**src/rtl/sonic_vc_pkg.sv**
```systemverilog
// Shared types for the virtual-channel TX mux: beat record, FSM states and the
// TC stamping helper.
package sonic_vc_pkg;

    localparam int TC_LSB      = 20;
    localparam int TC_W        = 3;
    localparam int BEAT_DATA_W = 64;

    typedef struct packed {
        logic                   sop;
        logic                   eop;
        logic                   err;
        logic [BEAT_DATA_W-1:0] data;
    } beat_t;

    typedef enum logic {
        IDLE = 1'b0,
        LOCK = 1'b1
    } tx_state_e;

    // Overwrites the TC field of header DW0; every other bit passes through.
    function automatic logic [BEAT_DATA_W-1:0] stamp_tc(input logic [BEAT_DATA_W-1:0] d,
                                                        input logic [TC_W-1:0]        tc);
        logic [BEAT_DATA_W-1:0] r;
        r = d;
        r[TC_LSB +: TC_W] = tc;
        return r;
    endfunction

endpackage

```
**src/rtl/sonic_vc_skid_buf.sv**
```systemverilog
// Two-entry valid/ready register pipe of beat_t. Outputs come straight from
// flops; the space flag is a flop too, so upstream ready has no path from out_ready.
module sonic_vc_skid_buf
    import sonic_vc_pkg::*;
(
    input  logic  clk_in,
    input  logic  rst,
    input  logic  in_valid,
    input  beat_t in_beat,
    output logic  in_space,
    output logic  out_valid,
    output beat_t out_beat,
    input  logic  out_ready
);

    logic [1:0] count_q;
    logic [1:0] count_d;
    logic       space_q;
    beat_t      head_q;
    beat_t      skid_q;
    logic       push;
    logic       pop;

    assign out_valid = (count_q != 2'd0);
    assign out_beat  = head_q;
    assign in_space  = space_q;
    assign push      = in_valid & space_q;
    assign pop       = out_valid & out_ready;

    always_comb begin
        count_d = count_q;
        case (count_q)
            2'd0: if (push) count_d = 2'd1;
            2'd1: begin
                if (push && !pop)      count_d = 2'd2;
                else if (!push && pop) count_d = 2'd0;
            end
            2'd2: if (pop) count_d = 2'd1;
            default: count_d = 2'd0;
        endcase
    end

    always_ff @(posedge clk_in or posedge rst) begin
        if (rst) begin
            count_q <= 2'd0;
            space_q <= 1'b1;
            head_q  <= '0;
            skid_q  <= '0;
        end else begin
            count_q <= count_d;
            space_q <= (count_d != 2'd2);
            case (count_q)
                2'd0: if (push) head_q <= in_beat;
                2'd1: begin
                    if (push && pop) head_q <= in_beat;
                    else if (push)   skid_q <= in_beat;
                end
                2'd2: if (pop) head_q <= skid_q;
                default: ;
            endcase
        end
    end

endmodule

```
**src/rtl/sonic_vc_tx_mux.sv**
```systemverilog
// Packet-atomic round-robin merge of NUM_CHAN TLP streams onto tx_st, stamping
// the channel index into the TC field so the RX demux can recover it.
module sonic_vc_tx_mux
    import sonic_vc_pkg::*;
#(
    parameter int NUM_CHAN = 4,
    parameter int DATA_W   = BEAT_DATA_W,
    parameter int STAMP_TC = 1
) (
    input  logic                     clk_in,
    input  logic                     rst,
    input  logic [NUM_CHAN-1:0]      ch_valid,
    input  logic [NUM_CHAN-1:0]      ch_sop,
    input  logic [NUM_CHAN-1:0]      ch_eop,
    input  logic [NUM_CHAN-1:0]      ch_err,
    input  logic [NUM_CHAN*DATA_W-1:0] ch_data,
    output logic [NUM_CHAN-1:0]      ch_ready,
    output logic                     tx_st_valid,
    output logic                     tx_st_sop,
    output logic                     tx_st_eop,
    output logic                     tx_st_err,
    output logic [DATA_W-1:0]        tx_st_data,
    input  logic                     tx_st_ready,
    output logic [31:0]              tx_pkt_cnt,
    output logic                     proto_err
);

    localparam int PTR_W = (NUM_CHAN > 1) ? $clog2(NUM_CHAN) : 1;

    tx_state_e            state_q, state_d;
    logic [PTR_W-1:0]     gnt_q, gnt_d;
    logic [PTR_W-1:0]     rr_q, rr_d;
    logic [NUM_CHAN-1:0]  cand;
    logic [NUM_CHAN-1:0]  ready_int;
    logic [PTR_W-1:0]     pick;
    logic                 found;
    logic                 drain_hit;
    logic                 push;
    beat_t                push_beat;
    logic                 space;
    beat_t                out_beat;
    logic [DATA_W-1:0]    sel_data;

    function automatic logic [PTR_W-1:0] wrap_add(input logic [PTR_W-1:0] p, input int k);
        int s;
        s = int'(p) + k;
        if (s >= NUM_CHAN) s = s - NUM_CHAN;
        return PTR_W'(s);
    endfunction

    // First SOP candidate at or after rr_q, wrapping.
    always_comb begin
        cand  = ch_valid & ch_sop;
        found = 1'b0;
        pick  = '0;
        for (int k = 0; k < NUM_CHAN; k++) begin
            if (!found && cand[wrap_add(rr_q, k)]) begin
                found = 1'b1;
                pick  = wrap_add(rr_q, k);
            end
        end
    end

    assign sel_data = ch_data[int'(gnt_q)*DATA_W +: DATA_W];

    always_comb begin
        state_d   = state_q;
        gnt_d     = gnt_q;
        rr_d      = rr_q;
        ready_int = '0;
        drain_hit = 1'b0;
        push      = 1'b0;
        push_beat = '0;
        case (state_q)
            IDLE: begin
                // Orphan mid-packet beats are swallowed so they cannot wedge a channel.
                ready_int = ch_valid & ~ch_sop;
                drain_hit = |ready_int;
                if (found) begin
                    gnt_d   = pick;
                    rr_d    = wrap_add(pick, 1);
                    state_d = LOCK;
                end
            end
            LOCK: begin
                ready_int[gnt_q] = space;
                push_beat.sop    = ch_sop[gnt_q];
                push_beat.eop    = ch_eop[gnt_q];
                push_beat.err    = ch_err[gnt_q];
                push_beat.data   = sel_data;
                if (STAMP_TC != 0 && ch_sop[gnt_q])
                    push_beat.data = stamp_tc(sel_data, TC_W'(gnt_q));
                if (ch_valid[gnt_q] && space) begin
                    push = 1'b1;
                    if (ch_eop[gnt_q]) state_d = IDLE;
                end
            end
            default: state_d = IDLE;
        endcase
    end

    assign ch_ready = rst ? '0 : ready_int;

    always_ff @(posedge clk_in or posedge rst) begin
        if (rst) begin
            state_q    <= IDLE;
            gnt_q      <= '0;
            rr_q       <= '0;
            proto_err  <= 1'b0;
            tx_pkt_cnt <= '0;
        end else begin
            state_q   <= state_d;
            gnt_q     <= gnt_d;
            rr_q      <= rr_d;
            proto_err <= proto_err | drain_hit;
            if (tx_st_valid && tx_st_ready && tx_st_eop)
                tx_pkt_cnt <= tx_pkt_cnt + 32'd1;
        end
    end

    sonic_vc_skid_buf u_skid (
        .clk_in    (clk_in),
        .rst       (rst),
        .in_valid  (push),
        .in_beat   (push_beat),
        .in_space  (space),
        .out_valid (tx_st_valid),
        .out_beat  (out_beat),
        .out_ready (tx_st_ready)
    );

    assign tx_st_sop  = out_beat.sop;
    assign tx_st_eop  = out_beat.eop;
    assign tx_st_err  = out_beat.err;
    assign tx_st_data = out_beat.data;

endmodule
```
**config.mk**
```make
export PLATFORM = sky130hd
export DESIGN_NAME = sonic_vc_tx_mux
export DESIGN_NICKNAME = d
export VERILOG_FILES = /design/src/rtl/sonic_vc_pkg.sv /design/src/rtl/sonic_vc_skid_buf.sv /design/src/rtl/sonic_vc_tx_mux.sv
export SDC_FILE = /design/constraint.sdc
export NUM_CORES = 1
export LEC_CHECK = 0
export ABC_CLOCK_PERIOD_IN_PS = 9400
export CORE_AREA = 2 2 172 174
export DETAILED_ROUTE_END_ITERATION = 8
export DIE_AREA = 0 0 174 176
export PLACE_DENSITY_LB_ADDON = 0.15
export SLEW_MARGIN = 5
export SYNTH_ARGS = -nofsm -noshare
export SYNTH_HDL_FRONTEND = slang
export SYNTH_SLANG_ARGS = --single-unit
```
**constraint.sdc**
```tcl
create_clock -name clk_in -period 9.4 [get_ports clk_in]
set_input_delay 2.35 -clock clk_in [delete_from_list [all_inputs] [get_ports clk_in]]
set_output_delay 2.35 -clock clk_in [all_outputs]
set_load 0.02 [all_outputs]
```
==> impl_metrics.sql <==
INSERT INTO impl_metrics (metric_group, metric, value, unit) VALUES
('timing', 'setup_total_negative_slack', '0', 'ns'),
('grt', 'grt_max_degree', '112', ''),
('grt', 'initial_antenna_violation_count', '0', ''),
('setup_path', 'critical_path_buf_inv_count', '2', ''),
('routing', 'drtIter0Drc', '419', ''),
('setup_path', 'critical_path.startpoint', 'ch_valid[2]', ''),
('timing', 'post-route-worst-setup-slack', '3.13', 'ns'),
('flow_run', 'drv.max_cap_violation_count', '0', ''),
('clock_tree', 'post_cts_resized', '0', ''),
('routing', 'route.final.wire_length', '29000', 'µm'),
('clock_tree', 'h-tree-depth', '4', ''),
('timing', 'final.setup_skew', '0.0136', 'ns'),
('cells_and_area', 'seqCellArea', '4390', 'µm²'),
('setup_path', 'critPathTopFamily', 'buffers and inverters', ''),
('floorplan', 'pin_count', '380', ''),
('timing', 'worst_margin_pin_slew', '0.969', 'ns'),
('power_and_ir_drop', 'vdd_drop_max', '0.131', 'mV'),
('placed_design', 'post-place-ws', '3.15', 'ns'),
('synthesis', 'post_synth_inst_count', '935', ''),
('clock_tree', 'post_cts_hold_buffer_count', '0', ''),
('synthesis', 'async_reset_ff_share', '100', '%'),
('timing', 'grt_setup_unrepaired', 'no', ''),
('floorplan', 'die_area', '30600', 'µm²'),
('setup_path', 'path_cells', 'clkdlybuf4s50_1 > nor2b_1 > a22oi_1 > nor2_1 > clkdlybuf4s50_1', ''),
('routing', 'drt_pre_antenna_iters', '4', ''),
('setup_path', 'crit_required', '7.05', 'ns'),
('grt', 'globalRouteOverflowTotal', '0', ''),
('synthesis', 'ys_seq_area_share', '45.2', '%'),
('status', 'status', 'finished clean', ''),
('grt', 'grt_pass1_wl', '45700', 'µm'),
('setup_path', 'worst-endpoint-arrival', '3.92', 'ns'),
('clock_tree', 'latest_clock_arrival_within_the_worst_skew_pair', '0.43', 'ns'),
('floorplan', 'floorplan.core_area', '28500', 'µm²'),
('synthesis', 'synth-main-ff-cell', 'sky130_fd_sc_hd__dfrtp_1', ''),
('setup_path', 'crit-reg2reg-launch', 'gnt_q[0]', ''),
('clock_tree', 'cts_buffer_depth', '2', ''),
('synthesis', 'net_count_after_synthesis', '1211', ''),
('timing', 'fin_crit', '6.27', 'ns'),
('cells_and_area', 'multiInputGateArea', '5000', 'µm²'),
('cells_and_area', 'area_delta_synth_final', '48.0', '%'),
('worst_hold_path', 'min_to', 'u_skid.skid_q[45]', ''),
('placed_design', 'detailed_place_hpwl', '21200', 'µm'),
('routing', 'ant_nets', '0', ''),
('routing', 'post_drt_wl_per_cell', '17.3', 'µm'),
('cells_and_area', 'filler_cell_count', '2644', ''),
('synthesis', 'synth_area', '9700', 'µm²'),
('cells_and_area', 'design.final.nets', '1554', ''),
('worst_hold_path', 'min-delay-path-class', 'reg2reg', ''),
('floorplan', 'floorplan.rows', '62', ''),
('synthesis', 'synth-edff-count', '0', ''),
('routing', 'route.detailed.drc', '0', ''),
('setup_path', 'crit_end_category', 'output pin', ''),
('setup_path', 'timing.reg2reg.setup_slack', '5.12', 'ns'),
('setup_path', 'worst_path_max_delay_cell', 'sky130_fd_sc_hd__clkdlybuf4s50_1', ''),
('worst_hold_path', 'min_from', 'u_skid.skid_q[45]', ''),
('grt', 'grt_pass1_vias', '8385', ''),
('timing', 'achievable-frequency', '160', 'MHz'),
('setup_path', 'critical_path_startpoint_category', 'input port', ''),
('routing', 'avgViaCountPerCell', '4.88', ''),
('floorplan', 'initial_core_util', '34.0', '%'),
('timing', 'timing.final.crit_share', '66.7', '%'),
('setup_path', 'r2r_cells', '6', ''),
('synthesis', 'synth_cell_type_count', '49', ''),
('clock_tree', 'tritoncts_num_sinks', '175', ''),
('clock_tree', 'cts_setup_buffers', '0', ''),
('placed_design', 'place.port_buffers', '379', ''),
('timing', 'setup_viol_count_final', '0', ''),
('clock_tree', 'cts-root-buf', 'sky130_fd_sc_hd__clkbuf_16', ''),
('worst_hold_path', 'timing.hold.worst_path_depth', '2', ''),
('cells_and_area', 'drive_above_1_share', '9.53', '%'),
('timing', 'hold_viol_final', '0', '');
## metrics by stage
step | instances | power (mW) | hold WS [ns] | utilization (%)
global placement | 1643 | 3.18 | 0.449 | 48.2
detailed placement | 1643 | 3.21 | 0.455 | 48.2
CTS | 1675 | 3.95 | 0.478 | 50.3
floorplan | 935 | 2.51 | 0.438 | -
finish | 1675 | 3.88 | 0.472 | 50.3
global route | 1675 | 4.17 | 0.497 | 50.3
## cell usage in the layout (no fill, tap or decap), types with 2 or more instances in the layout
cell type,instances
sky130_fd_sc_hd__nor2b_1,5
sky130_fd_sc_hd__dfrtp_1,171
sky130_fd_sc_hd__o21ai_1,21
sky130_fd_sc_hd__mux4_2,66
sky130_fd_sc_hd__a21o_1,2
sky130_fd_sc_hd__and2_1,63
sky130_fd_sc_hd__inv_8,4
sky130_fd_sc_hd__a21oi_1,11
sky130_fd_sc_hd__nand2_1,284
sky130_fd_sc_hd__a221o_1,2
sky130_fd_sc_hd__nand2b_1,2
sky130_fd_sc_hd__o21ai_0,54
sky130_fd_sc_hd__clkinv_4,4
sky130_fd_sc_hd__xnor2_1,26
sky130_fd_sc_hd__clkdlybuf4s50_1,379
sky130_fd_sc_hd__mux2i_1,67
sky130_fd_sc_hd__nor2_1,17
sky130_fd_sc_hd__buf_4,7
sky130_fd_sc_hd__inv_1,6
sky130_fd_sc_hd__inv_6,4
sky130_fd_sc_hd__nor4_4,2
sky130_fd_sc_hd__o22ai_1,2
sky130_fd_sc_hd__and3_1,6
sky130_fd_sc_hd__xor2_1,5
sky130_fd_sc_hd__dfrtp_4,2
sky130_fd_sc_hd__clkinv_8,2
sky130_fd_sc_hd__and4_1,4
sky130_fd_sc_hd__nand3_1,19
sky130_fd_sc_hd__mux2_2,3
sky130_fd_sc_hd__clkbuf_16,17
sky130_fd_sc_hd__nand4_1,7
## area by class of cell
cell class / instances / share of cell area, %
Tap cell: 384 / 3.35
Clock inverter: 14 / 1.16
Sequential cell: 175 / 30.6
Inverter: 7 / 0.235
Multi-Input combinational cell: 691 / 34.8
Timing Repair Buffer: 386 / 26.8
Clock buffer: 18 / 3.06
## metal layers
metal / track usage (%) / vias to the layer above / share of wire [%]
li1: - / 3921 / -
met1: 22.9 / 3962 / 41
met2: 33.1 / 259 / 50
met3: 5.21 / 36 / 6.8
met4: 5.18 / 0 / 1.8
met5: 0 / - / 0
## worst reg2reg max path, cell delays in order (launching register included)
cell and delay (ns):
sky130_fd_sc_hd__dfrtp_4 0.78, sky130_fd_sc_hd__buf_4 0.77, sky130_fd_sc_hd__nand3b_4 0.34, sky130_fd_sc_hd__o22a_1 0.26
sky130_fd_sc_hd__o31a_2 0.82, sky130_fd_sc_hd__buf_4 0.77, sky130_fd_sc_hd__mux2_2 0.43
## cells in the mapped netlist (all sizes together), types with 2 or more instances
| cell type | n | area (µm²) |
|---|---|---|
| o21ai | 75 | 375 |
| nand2b | 3 | 18.8 |
| mux4 | 66 | 1490 |
| dfrtp | 174 | 4350 |
| clkbuf | 20 | 75.1 |
| a21o | 2 | 15.0 |
| xor2 | 5 | 43.8 |
| nor2 | 17 | 63.8 |
| nand2 | 284 | 1070 |
| nand3 | 20 | 100 |
| a221o | 2 | 20.0 |
| buf | 42 | 241 |
| nand4 | 8 | 65.1 |
| inv | 7 | 26.3 |
| and3 | 7 | 43.8 |
| nor4 | 3 | 48.8 |
| a21oi | 11 | 55.1 |
| nand3b | 2 | 27.5 |
| and4 | 4 | 35.0 |
| xnor2 | 26 | 228 |
| o22ai | 2 | 12.5 |
| nor2b | 5 | 31.3 |
| mux2i | 67 | 671 |
| mux2 | 4 | 48.8 |
| and2 | 63 | 394 |
## worst max-delay path by stage
| stage | cells after the start | to |
|---|---|---|
| 6_report | 5 | ch_ready[2] |
| 3_3_place_gp | 5 | ch_ready[3] |
| 4_1_cts | 5 | ch_ready[2] |
| 3_5_place_dp | 5 | ch_ready[2] |
| 5_1_grt | 5 | ch_ready[2] |
| 2_1_floorplan | 1 | gnt_q[0] |
## kinds of logic after synthesis
group / synth area share [%]
AO/OA/AOI/OAI: 5.88
multiplexers: 22.7
buffers and inverters: 3.54
adder cells (fa/ha/maj): 0.129
AND/OR/NAND/NOR: 19.7
flip-flops: 45.2
XOR/XNOR: 2.80
## where the power goes
part | total (mW) | switching [mW] | internal, mW
Clock | 0.725 | 0.337 | 0.388
Combinational | 1.92 | 0.995 | 0.923
Sequential | 1.24 | 0.207 | 1.03
Total | 3.88 | 1.54 | 2.34
## sequential cells by signal, summed over array words and instances, names as in the netlist
signal / cells
u_skid.out_beat: 67
u_skid.skid_q: 67
tx_pkt_cnt: 32
gnt_q: 2
rr_q: 2
u_skid.count_q: 2
proto_err: 1
state_q: 1
u_skid.in_space: 1
Note: power is estimated with default switching activity, not from simulation.
==> RTL edit 1: new RTL, same settings <==
Reset style: synchronous (`rst`), changed in 2 clocked blocks.
--- a/src/rtl/sonic_vc_skid_buf.sv
+++ b/src/rtl/sonic_vc_skid_buf.sv
@@ -40,7 +40,7 @@
         endcase
     end
 
-    always_ff @(posedge clk_in or posedge rst) begin
+    always_ff @(posedge clk_in) begin
         if (rst) begin
             count_q <= 2'd0;
             space_q <= 1'b1;
--- a/src/rtl/sonic_vc_tx_mux.sv
+++ b/src/rtl/sonic_vc_tx_mux.sv
@@ -101,7 +101,7 @@
 
     assign ch_ready = rst ? '0 : ready_int;
 
-    always_ff @(posedge clk_in or posedge rst) begin
+    always_ff @(posedge clk_in) begin
         if (rst) begin
             state_q    <= IDLE;
             gnt_q      <= '0;
Formal check against the unedited RTL: differs if rst is asserted again (counterexample within 4 cycles, from zero or initial values and one cycle with rst high); with rst held inactive, the same outputs for 4 cycles.
==> RTL edit 1 against the unedited design <==
Wire length up 4.9%; count of clock-buffer cells in the layout is 2 higher; setup slack lost 51 ps; core utilization down 0.85 points; global-route usage up 0.84 points; clock skew rose by 2.0 ps; design area down 1.7%; area after synthesis is 0.72% lower; critical path type unchanged; sequential cell count stayed put.
Power is not compared: it rests on default switching activity, and its combinational part moved more than twofold at a synthesized area within 25%.
==> RTL edit 1: results (changes against the unedited design) <==
* ANT cells at 1 (was 0)
* Post-Place Cell Area at 13500 um2 (was 13700 um2)
* Setup Skew at 15.6 ps (was 13.6 ps)
* Total track usage at 19.7% (was 18.9%)
* Clk_buf instances at 20 (was 18)
* Non-clk bufs at 390 (was 386)
* R2R Path Start: gnt_q[0] (unchanged)
* DP Cell Count at 1694 (was 1643)
* # fillers at 2728 (was 2644)
* Hold Path End: u_skid.skid_q[24] (was u_skid.skid_q[45])
* Final non-clock buffer share at 27.5% (was 26.8%)
* Via/cell ratio at 5.20 (was 4.88)
* CP Capture Point: ch_ready[1] (was ch_ready[2])
* Synth area leaders: dfxtp_1 36%, mux4_2 15%, a311oi_2 9.4%, nand3_1 7.2%, nand2_1 5.7% (was dfrtp_1 45%, mux4_2 15%, nand2_1 11%, mux2i_1 6.9%, and2_1 4.1%)
* Met2 wire length at 15100 um (was 14600 um)
* RR Endpoint: u_skid.out_beat[60] (was u_skid.out_beat[21])
* Maximum fanout along the worst path at 7 (was 4)
* Crit path from: ch_sop[1] (was ch_valid[2])
* Worst-Margin Slew at 1020 ps (was 969 ps)
* Nets at 1605 (was 1554)
* Worst reg-to-reg setup slack at 5260 ps (was 5120 ps)
* Hold WS at 455 ps (was 472 ps)
* Status: finished clean (unchanged)
* Mapped Avg Cell Area at 9.43 um2 (was 10.4 um2)
* Global-route wire length before repair at 48200 um (was 45700 um)
* Number of global-route vias before repair at 8851 (was 8385)
* Post-Layout Cell Count at 1727 (was 1675)
* Share of cells above drive strength 1 at 14.3% (was 9.53%)
* Initial drt markers at 549 (was 419)
* Design area at 14100 um2 (was 14400 um2)
* ClkCell Share at 4.46% (was 4.22%)
* HP Start: u_skid.skid_q[24] (was u_skid.skid_q[45])
* Initial antenna violation count at 2 (was 0)
* Setup WS post-layout at 3080 ps (was 3130 ps)
* Crit path kind: in -> out (unchanged)
* Largest net degree at the start of global routing at 82 (was 112)
* Post-DP HPWL at 21200 um (about the same)
* Post-synthesis net count at 1297 (was 1211)
* Invs w/o clock at 10 (was 7)
* Seq area share at 24.9% (was 30.6%)
* Avg WL per Cell at 17.6 um (was 17.3 um)
* Cell variety after synth at 56 (was 49)
* Met3 usage at 4.46% (was 5.21%)
* GPL Wtd Cong at 0.820 (was 0.803)
* Multi-input logic area at 5570 um2 (was 5000 um2)
* Ys async rst share at 0% (was 100%)
* Reg clk slew, reported paths at 70 ps (about the same)
* Met1 Track Usage GR at 24.8% (was 22.9%)
* Met1 WL at 12900 um (was 11900 um)
* #MultiIn Comb at 735 (was 691)
* Sequential-to-total area share from yosys stat at 36.4% (was 45.2%)
* Wire length on met3 at 1900 um (was 1960 um)
* Reg2Reg Depth at 7 (was 6)
* Commonest cells post-synth: 175 x dfxtp_1, 146 x nand2_1, 138 x nand3_1 (was 284 x nand2_1, 174 x dfrtp_1, 67 x mux2i_1)
==> RTL edit 1: cell types whose count changed after synthesis, moves of 49 or more <==
cell	change
a21oi_1	+62
mux2i_1	-59
o21ai_0	-49
dfrtp_1	-174
dfxtp_1	+175
a311oi_2	+60
and2_1	-61
nand3_1	+118
nand2_1	-138
nor2_1	+94
==> RTL edit 1: power by group <==
part           switching [uW]  leakage (uW)  internal (uW)
sequential               37.9       0.00142            780
clock                     318      0.000306            441
combinational             242       0.00270            281
total                     598       0.00443           1500
==> RTL edit 1: kinds of logic (layout without fill, tap and decap cells) <==
family,count (synthesis),after routing,share of synthesized area (%)
AND/OR/NAND/NOR,459,459,22.0
flip-flops,175,175,36.4
multiplexers,80,80,16.9
AO/OA/AOI/OAI,170,170,16.4
XOR/XNOR,25,25,2.27
buffers and inverters,111,432,5.99
other,0,1,0
adder cells (fa/ha/maj),1,1,0.130
==> RTL edit 2: new RTL, same settings <==
Without the edit above. Change the package constant `BEAT_DATA_W` from 64 to 128.
--- a/src/rtl/sonic_vc_pkg.sv
+++ b/src/rtl/sonic_vc_pkg.sv
@@ -4,7 +4,7 @@
 
     localparam int TC_LSB      = 20;
     localparam int TC_W        = 3;
-    localparam int BEAT_DATA_W = 64;
+    localparam int BEAT_DATA_W = 128;
 
     typedef struct packed {
         logic                   sop;
Ports: changed (resized ch_data and tx_st_data); port bits go from 380 to 700. The function was not compared with the original's and may differ.
==> RTL edit 2 against the unedited design <==
The flow now stops in 3_2_place_iop; area after synthesis rose by 72%.
==> RTL edit 2: results (changes against the unedited design) <==
* Mapped Avg Cell Area at 9.47 um2 (was 10.4 um2)
* Yosys warnings at 0 (unchanged)
* Sequential-to-total area share from yosys stat at 45.4% (was 45.2%)
* Status: aborted with a tool error (was finished clean)
* Last stage: 3_2_place_iop
* Post-synthesis net count at 2296 (was 1211)
* Synth area leaders: dfrtp_1 45%, mux4_2 18%, nand2_1 15%, and2_1 4.8%, a31oi_1 4.8% (was dfrtp_1 45%, mux4_2 15%, nand2_1 11%, mux2i_1 6.9%, and2_1 4.1%)
* Run Error: [ERROR PPL-0024] Number of IO pins (700) exceeds maximum number of available positions (626). Increase the die perimeter from 700.00um to 952.00um.
* FF+latch count, synth at 303 (was 175)
* Post-synthesis mux area share at 18.0% (was 22.7%)
* Row count at 62 (unchanged)
* Commonest cells post-synth: 659 x nand2_1, 302 x dfrtp_1, 136 x nor2_1 (was 284 x nand2_1, 174 x dfrtp_1, 67 x mux2i_1)
* Compound-Gate Fraction of Synth Area at 6.49% (was 5.88%)
* XOR/XNOR Fraction of Synth Area at 1.68% (was 2.80%)
* Ys async rst share at 100% (unchanged)
* Synth Area in Adders at 0.0749% (was 0.129%)
* Cell variety after synth at 45 (was 49)
* Ys flop type: dfrtp_1 (unchanged)
[RTL edit 2: cell count changes after synthesis, sizes merged, moves of 4 or more]
cell    before  now
mux2i       67    3
o21a         0    4
mux4        66  131
buf         42   60
dfrtp      174  302
o21ai       75    7
nand2      284  659
and2        63  129
clkbuf      20   74
a31oi        0  128
o211ai       0    5
nor2        17  136
[RTL edit 2: kinds of logic after synthesis]
logic type / count (synthesis)
compound gates: 168
xor+xnor: 32
fa+ha+maj: 1
buf+inv: 144
flops: 303
mux: 137
simple gates: 979
